==> src/rtl/instr_decode.sv <==
// Fetch-and-decode front end: PC, instruction fetch handshake, decode of the
// registered instruction word and valid/ready issue to execute with redirect.
module instr_decode #(
    parameter logic [15:0] RESET_PC = 16'h0000
) (
    input  logic        clk,
    input  logic        reset,
    output logic        mem_req,
    output logic [15:0] mem_addr,
    input  logic [15:0] mem_rdata,
    input  logic        mem_ready,
    output logic        dec_valid,
    input  logic        dec_ready,
    output logic        imm_sel,
    output logic [15:0] immediate,
    output logic [3:0]  rdest,
    output logic [3:0]  rsrc,
    output logic [7:0]  alu_op,
    output logic        reg_we,
    output logic [15:0] pc_out,
    input  logic        redirect,
    input  logic [15:0] redirect_pc
);

    typedef enum logic [0:0] {
        ST_REQ   = 1'b0,
        ST_ISSUE = 1'b1
    } state_t;

    localparam logic [3:0] OP_REG  = 4'h0;
    localparam logic [3:0] OP_CMPI = 4'hB;
    localparam logic [3:0] OP_LOGI = 4'hE;
    localparam logic [3:0] OP_LUI  = 4'hF;
    localparam logic [3:0] EXT_CMP = 4'hB;

    state_t      state_q, state_d;
    logic [15:0] pc_q, pc_d;
    logic [15:0] pc_out_q, pc_out_d;
    logic [15:0] inst_q, inst_d;

    logic [3:0]  op_s;
    logic [3:0]  opext_s;
    logic [7:0]  imm8_s;

    function automatic logic [15:0] sext8(input logic [7:0] v);
        return {{8{v[7]}}, v};
    endfunction

    function automatic logic [15:0] zext8(input logic [7:0] v);
        return {8'h00, v};
    endfunction

    // Next-state logic: redirect overrides any fetch or issue in progress.
    always_comb begin
        state_d  = state_q;
        pc_d     = pc_q;
        pc_out_d = pc_out_q;
        inst_d   = inst_q;
        if (redirect) begin
            state_d = ST_REQ;
            pc_d    = redirect_pc;
        end else begin
            case (state_q)
                ST_REQ: begin
                    if (mem_ready) begin
                        inst_d   = mem_rdata;
                        pc_out_d = pc_q;
                        state_d  = ST_ISSUE;
                    end else begin
                        state_d  = ST_REQ;
                    end
                end
                ST_ISSUE: begin
                    if (dec_ready) begin
                        pc_d    = pc_q + 16'h0001;
                        state_d = ST_REQ;
                    end else begin
                        state_d = ST_ISSUE;
                    end
                end
                default: begin
                    state_d = ST_REQ;
                end
            endcase
        end
    end

    // State registers with synchronous active-low reset.
    always_ff @(posedge clk) begin
        if (!reset) begin
            state_q  <= ST_REQ;
            pc_q     <= RESET_PC;
            pc_out_q <= RESET_PC;
            inst_q   <= 16'h0000;
        end else begin
            state_q  <= state_d;
            pc_q     <= pc_d;
            pc_out_q <= pc_out_d;
            inst_q   <= inst_d;
        end
    end

    assign mem_req   = (state_q == ST_REQ);
    assign mem_addr  = pc_q;
    assign dec_valid = (state_q == ST_ISSUE);
    assign pc_out    = pc_out_q;

    assign op_s    = inst_q[15:12];
    assign opext_s = inst_q[7:4];
    assign imm8_s  = inst_q[7:0];
    assign rdest   = inst_q[11:8];
    assign rsrc    = inst_q[3:0];

    // Operand-B selection and immediate extension by opcode class.
    always_comb begin
        imm_sel   = 1'b1;
        immediate = 16'h0000;
        alu_op    = {op_s, 4'h0};
        case (op_s)
            OP_REG: begin
                imm_sel   = 1'b0;
                immediate = 16'h0000;
                alu_op    = {op_s, opext_s};
            end
            OP_LOGI: begin
                immediate = zext8(imm8_s);
            end
            OP_LUI: begin
                immediate = {imm8_s, 8'h00};
            end
            default: begin
                immediate = sext8(imm8_s);
            end
        endcase
    end

    // Compares only set flags, so they never write the destination register.
    always_comb begin
        if ((op_s == OP_CMPI) || ((op_s == OP_REG) && (opext_s == EXT_CMP))) begin
            reg_we = 1'b0;
        end else begin
            reg_we = 1'b1;
        end
    end

endmodule

==> config.mk <==
export PLATFORM = sky130hd
export DESIGN_NAME = instr_decode
export DESIGN_NICKNAME = d
export VERILOG_FILES = /design/src/rtl/instr_decode.sv
export SDC_FILE = /design/constraint.sdc
export NUM_CORES = 1
export LEC_CHECK = 0
export ABC_AREA = 1
export ABC_CLOCK_PERIOD_IN_PS = 1900
export BUFFER_PORTS_ARGS = -buffer_cell sky130_fd_sc_hd__buf_2
export CAP_MARGIN = 30
export CORE_UTILIZATION = 45
export DETAILED_ROUTE_END_ITERATION = 16
export PLACE_DENSITY = 0.77
export SETUP_SLACK_MARGIN = 0.15
export SKIP_CTS_REPAIR_TIMING = 1
export SLEW_MARGIN = 20
export SYNTH_ARGS = -nofsm -noshare
export SYNTH_HDL_FRONTEND = slang
export SYNTH_SLANG_ARGS = --single-unit
==> constraint.sdc <==
create_clock -name clk -period 1.9 [get_ports clk]
set_clock_uncertainty 0.05 [all_clocks]
set_input_delay 0.19 -clock clk [delete_from_list [all_inputs] [get_ports clk]]
set_output_delay 0.19 -clock clk [all_outputs]
set_load 0.1 [all_outputs]
Word-level counts from Yosys, hierarchy flattened. Cells that the tools add are included.

$add $sub $neg: 1. Multiply operators: 0. Divide/modulo/power cells: 0. Magnitude comparators: 0. Equality and inequality tests: 4. Shift operators: 0. Mux-type cells: 10. Bitwise logic cells: 3. Reduce and logical (&&, ||, !) cells: 8.

Operators with widths (number): $mux 16 (3); $pmux 16 s3 (1); $add 16x1->16 const B (1); $eq 4x4->1 const B (4); $logic_not 4->1 (1); $mux 1 (4); $mux 4 (1); $reduce_bool 2->1 (2); $not 1->1 (3); $reduce_and 3->1 (1); $pmux 1 s2 (1); $reduce_and 2->1 (1); $reduce_or 2->1 (1); $logic_and 1x1->1 (1); $logic_or 1x1->1 (1).

Register bits: 49. Bits in latches: 0. Memory bits (writable): 0. Memory bits (read-only): 0. Input port bits: 37. Logic and storage cells: 30. Memories: 0.

Depth between registers and ports, before layout.
Depth after elaboration: 4. Mapped depth: 8. Gate-level depth less buffers: 8.

Least setup slack after synthesis. Ideal clock, no wire load.

Path kind: flip-flop to output port. Start point: register inst_q[13]. End point: output reg_we. Data arrival time: 3791 ps. Required time: 1660 ps. Slack: -2131 ps. Cell stages (with the launch flop): 5. Buffers on the path: 0. Path through: dfxtp_1 -> nor2_1 -> nand2_1 -> nor2_1 -> a22oi_1.

Cells in the longest elaborated chain, start to end: 4. Elaborated cells on any way between the ends: 5.

RTL lines: start: declaration (line 39) `logic [15:0] inst_q, inst_d;`; start signal: assignment (line 99) `inst_q <= inst_d;`; $logic_not 4->1 (line 139) `if ((op_s == OP_CMPI) || ((op_s == OP_REG) && (opext_s == EXT_CMP))) begin`; $logic_and 1x1->1 (line 139); $logic_or 1x1->1 (*) (line 139); $mux 1 (*) (line 139); end: declaration (line 19) `output logic reg_we,`.

Mark *: on every way between the ends. The rest lies on a longest branch, timed or not.

Worst setup path after layout.
Start point: register inst_q[13]. End point: output immediate[6].

Cells in the longest elaborated chain, start to end: 2. Elaborated cells on any way between the ends: 4.

RTL lines: $eq 4x4->1 or $logic_not 4->1 (tied branches) (line 119) `case (op_s)`; $pmux 16 s3 (*) (line 119); end: declaration (line 15) `output logic [15:0] immediate,`.

Marks and branches as above.

==> out/results.ini <==
[placement]
place_area_um2 = 3290
pre_cts_slack_ps = 251
dp_hpwl_um = 5070
place_congestion = 0.889
port_buffers = 104

[yosys]
ys_seq_area_share_pct = 41.0
synth.cell_area_um2 = 2390
yosys_warnings = 0
yosys_most_used_dff = dfxtp_1
synth_seq_cells = 49
async_flop_share_pct = 0
synth_edf_count = 0
synth_nets = 381
syn_inst = 343
postSynthAreaPerCell_um2 = 6.97
synth_cell_types = 27

[setup_path]
crit_end = immediate[6]
ff2ff_path_depth = 8
start_kind = flip-flop
r2r_slack_ps = 430
end_kind = output port
worstPathRequired_ps = 1660
r2r_start = mem_addr[1]$_SDFFE_PN0P_
crit_arrival_ps = 1450
critical_path_class = flip-flop to output port
worst_r2r_endpoint = mem_addr[14]$_SDFFE_PN0P_
crit_start = inst_q[13]$_SDFFE_PN0P_
crit_fanout = 8

[routing]
drtIter0Drc = 101
wire_per_inst_um = 13.3
totalWireLength_um = 6780
vias = 2577
drc_errors = 0
drtPass1Iterations = 4
postRouteAntennaNets = 0
vias_per_cell = 5.07

[final_layout]
mostFrequentLayoutCells = buf_2, o21ai_0, nor2_1
final_area_um2 = 3470
final_common_cell = buf_2
finalNetCount = 475
layout-drive-gt1-share_pct = 38.8
syn2layout_area_growth_pct = 45.1
fillCellCount = 435
antennaDiodeCount = 0

[grt]
grt_pass1_vias = 2292
grt_pass1_wl_um = 10400
grt_start_max_net_pins = 30
track_usage_pct = 24.3
antenna_found_initial = 0
overflow = 0

[hold_path]
hold_path_class = primary input to flip-flop

[power]
seqPwrFrac_pct = 37.3
p_per_area_nw_per_um2 = 894
ir_drop_v = 0.000461
power.share.combinational_pct = 37.6
power_switching_uw = 1330
leakage_uw = 0.00158
clock_power_share_pct = 25.1
switching_share_pct = 42.8
p_int_uw = 1770

[sta]
finalSetupViolations = 0
hold_slack_ps = 59.8
max_freq_mhz = 590
slew_headroom_pct = 66.7
fin_crit_ps = 1690
rsz0062_at_grt = true
final_hold_viol_count = 0
post-route-period-util_pct = 89.2
slew_viol_final = 0
worst_pin_slew_ps = 503
fin_ws_ps = 205

[floorplan]
die_w_um = 74.9
rows = 26
pin_count = 105
core_um2 = 5110
start_util_pct = 46.8
die_h_um = 74.9
die-area_um2 = 5610

[run_status]
outcome = finished clean

[clock_network]
cts_max_level = 2
clk_path_buf_depth = 2
worstSkewPairLatency_ps = 310
cts_tree = done
root_buffer = clkbuf_8
cts-buffers-inserted = 5
cts.sinks = 49
clkSlewWorstSetupHoldPaths_ps = 90

[job]
drv_cap = 0

[critical path, cell delays in order (launching register included)]
cell	delay, ps
dfxtp_4	370
nor2_2	160
nand2_4	130
nand2_2	120
buf_12	160
nor2_4	50
buf_12	170
[cells in the mapped netlist, types with 2 or more instances]
master | n | share of area (%)
dfxtp_1 | 49 | 41
inv_2 | 2 | 0.31
buf_4 | 13 | 4.1
nand3_1 | 14 | 2.9
nand2_2 | 2 | 0.52
nand2_1 | 42 | 6.6
xor2_1 | 6 | 2.2
buf_2 | 4 | 0.84
inv_1 | 37 | 5.8
nor2_1 | 57 | 8.9
nor3_1 | 2 | 0.42
o21ai_0 | 56 | 12
a21oi_1 | 34 | 7.1
nand4_1 | 7 | 1.8
a22oi_1 | 2 | 0.63
clkbuf_1 | 5 | 0.79
[power by group through the flow]
stage               Combinational (uW)  Sequential, uW  Clock [uW]
floorplan                          600            1490           0
global placement                  1140            1180           0
detailed placement                1150            1180           0
CTS                               1150            1160         808
global route                      1220            1170         837
finish                            1160            1160         778
[per-layer routing]
metal	track usage [%]	up-vias	wire length, um
met3	5.49	6	551
met1	29.6	1153	2810
met5	0	-	0
met2	42.6	115	3360
met4	7.34	0	59
li1	-	1303	-
[per-stage QoR]
stage	cells	util (%)	power [uW]	TNS, ps
3_3_place_gp	500	64.5	2310	0
4_1_cts	508	66.8	3120	-597
5_1_grt	508	67.9	3220	0
2_1_floorplan	343	-	2090	-2400
6_report	508	67.9	3100	0
3_5_place_dp	500	64.5	2330	0
[state kept, by name, indices dropped and copies added, names as in the netlist]
register	count
inst_q	16
mem_addr	16
dec_valid	1
pc_out	16
[layout make-up]
class                   instances  area, um^2  area share (%)
inverters                      40         150            4.33
flip-flops and latches         49        1020            29.3
well taps                      70        87.6            2.53
multi-input cells             230        1250            36.1
repair buffers                111         842            24.3
clock buffers                   6        82.6            2.38
clock inverters                 2        37.5            1.08
[how the worst min path moves through the flow]
| stage | start | endpoint | slack [ps] | cells past startpoint |
|---|---|---|---|---|
| 2_1_floorplan | mem_rdata[12] | inst_q[12]$_SDFFE_PN0P_ | 270 | 2 |
| 3_3_place_gp | mem_rdata[11] | inst_q[11]$_SDFFE_PN0P_ | 360 | 3 |
| 3_5_place_dp | mem_rdata[9] | inst_q[9]$_SDFFE_PN0P_ | 370 | 3 |
| 4_1_cts | mem_rdata[9] | inst_q[9]$_SDFFE_PN0P_ | 50 | 3 |
| 5_1_grt | mem_rdata[9] | inst_q[9]$_SDFFE_PN0P_ | 50 | 3 |
| 6_report | mem_rdata[9] | inst_q[9]$_SDFFE_PN0P_ | 60 | 3 |
[logic make-up after synthesis]
kind of cell,Yosys count,share of synthesized area (%)
AND/OR/NAND/NOR,127,22.8
AO/OA/AOI/OAI,95,20.4
buffers and inverters,64,12.7
flip-flops,49,41.0
XOR/XNOR,6,2.20
multiplexers,1,0.419
adder cells (fa/ha/maj),1,0.523
(Power assumes the default switching activity.)
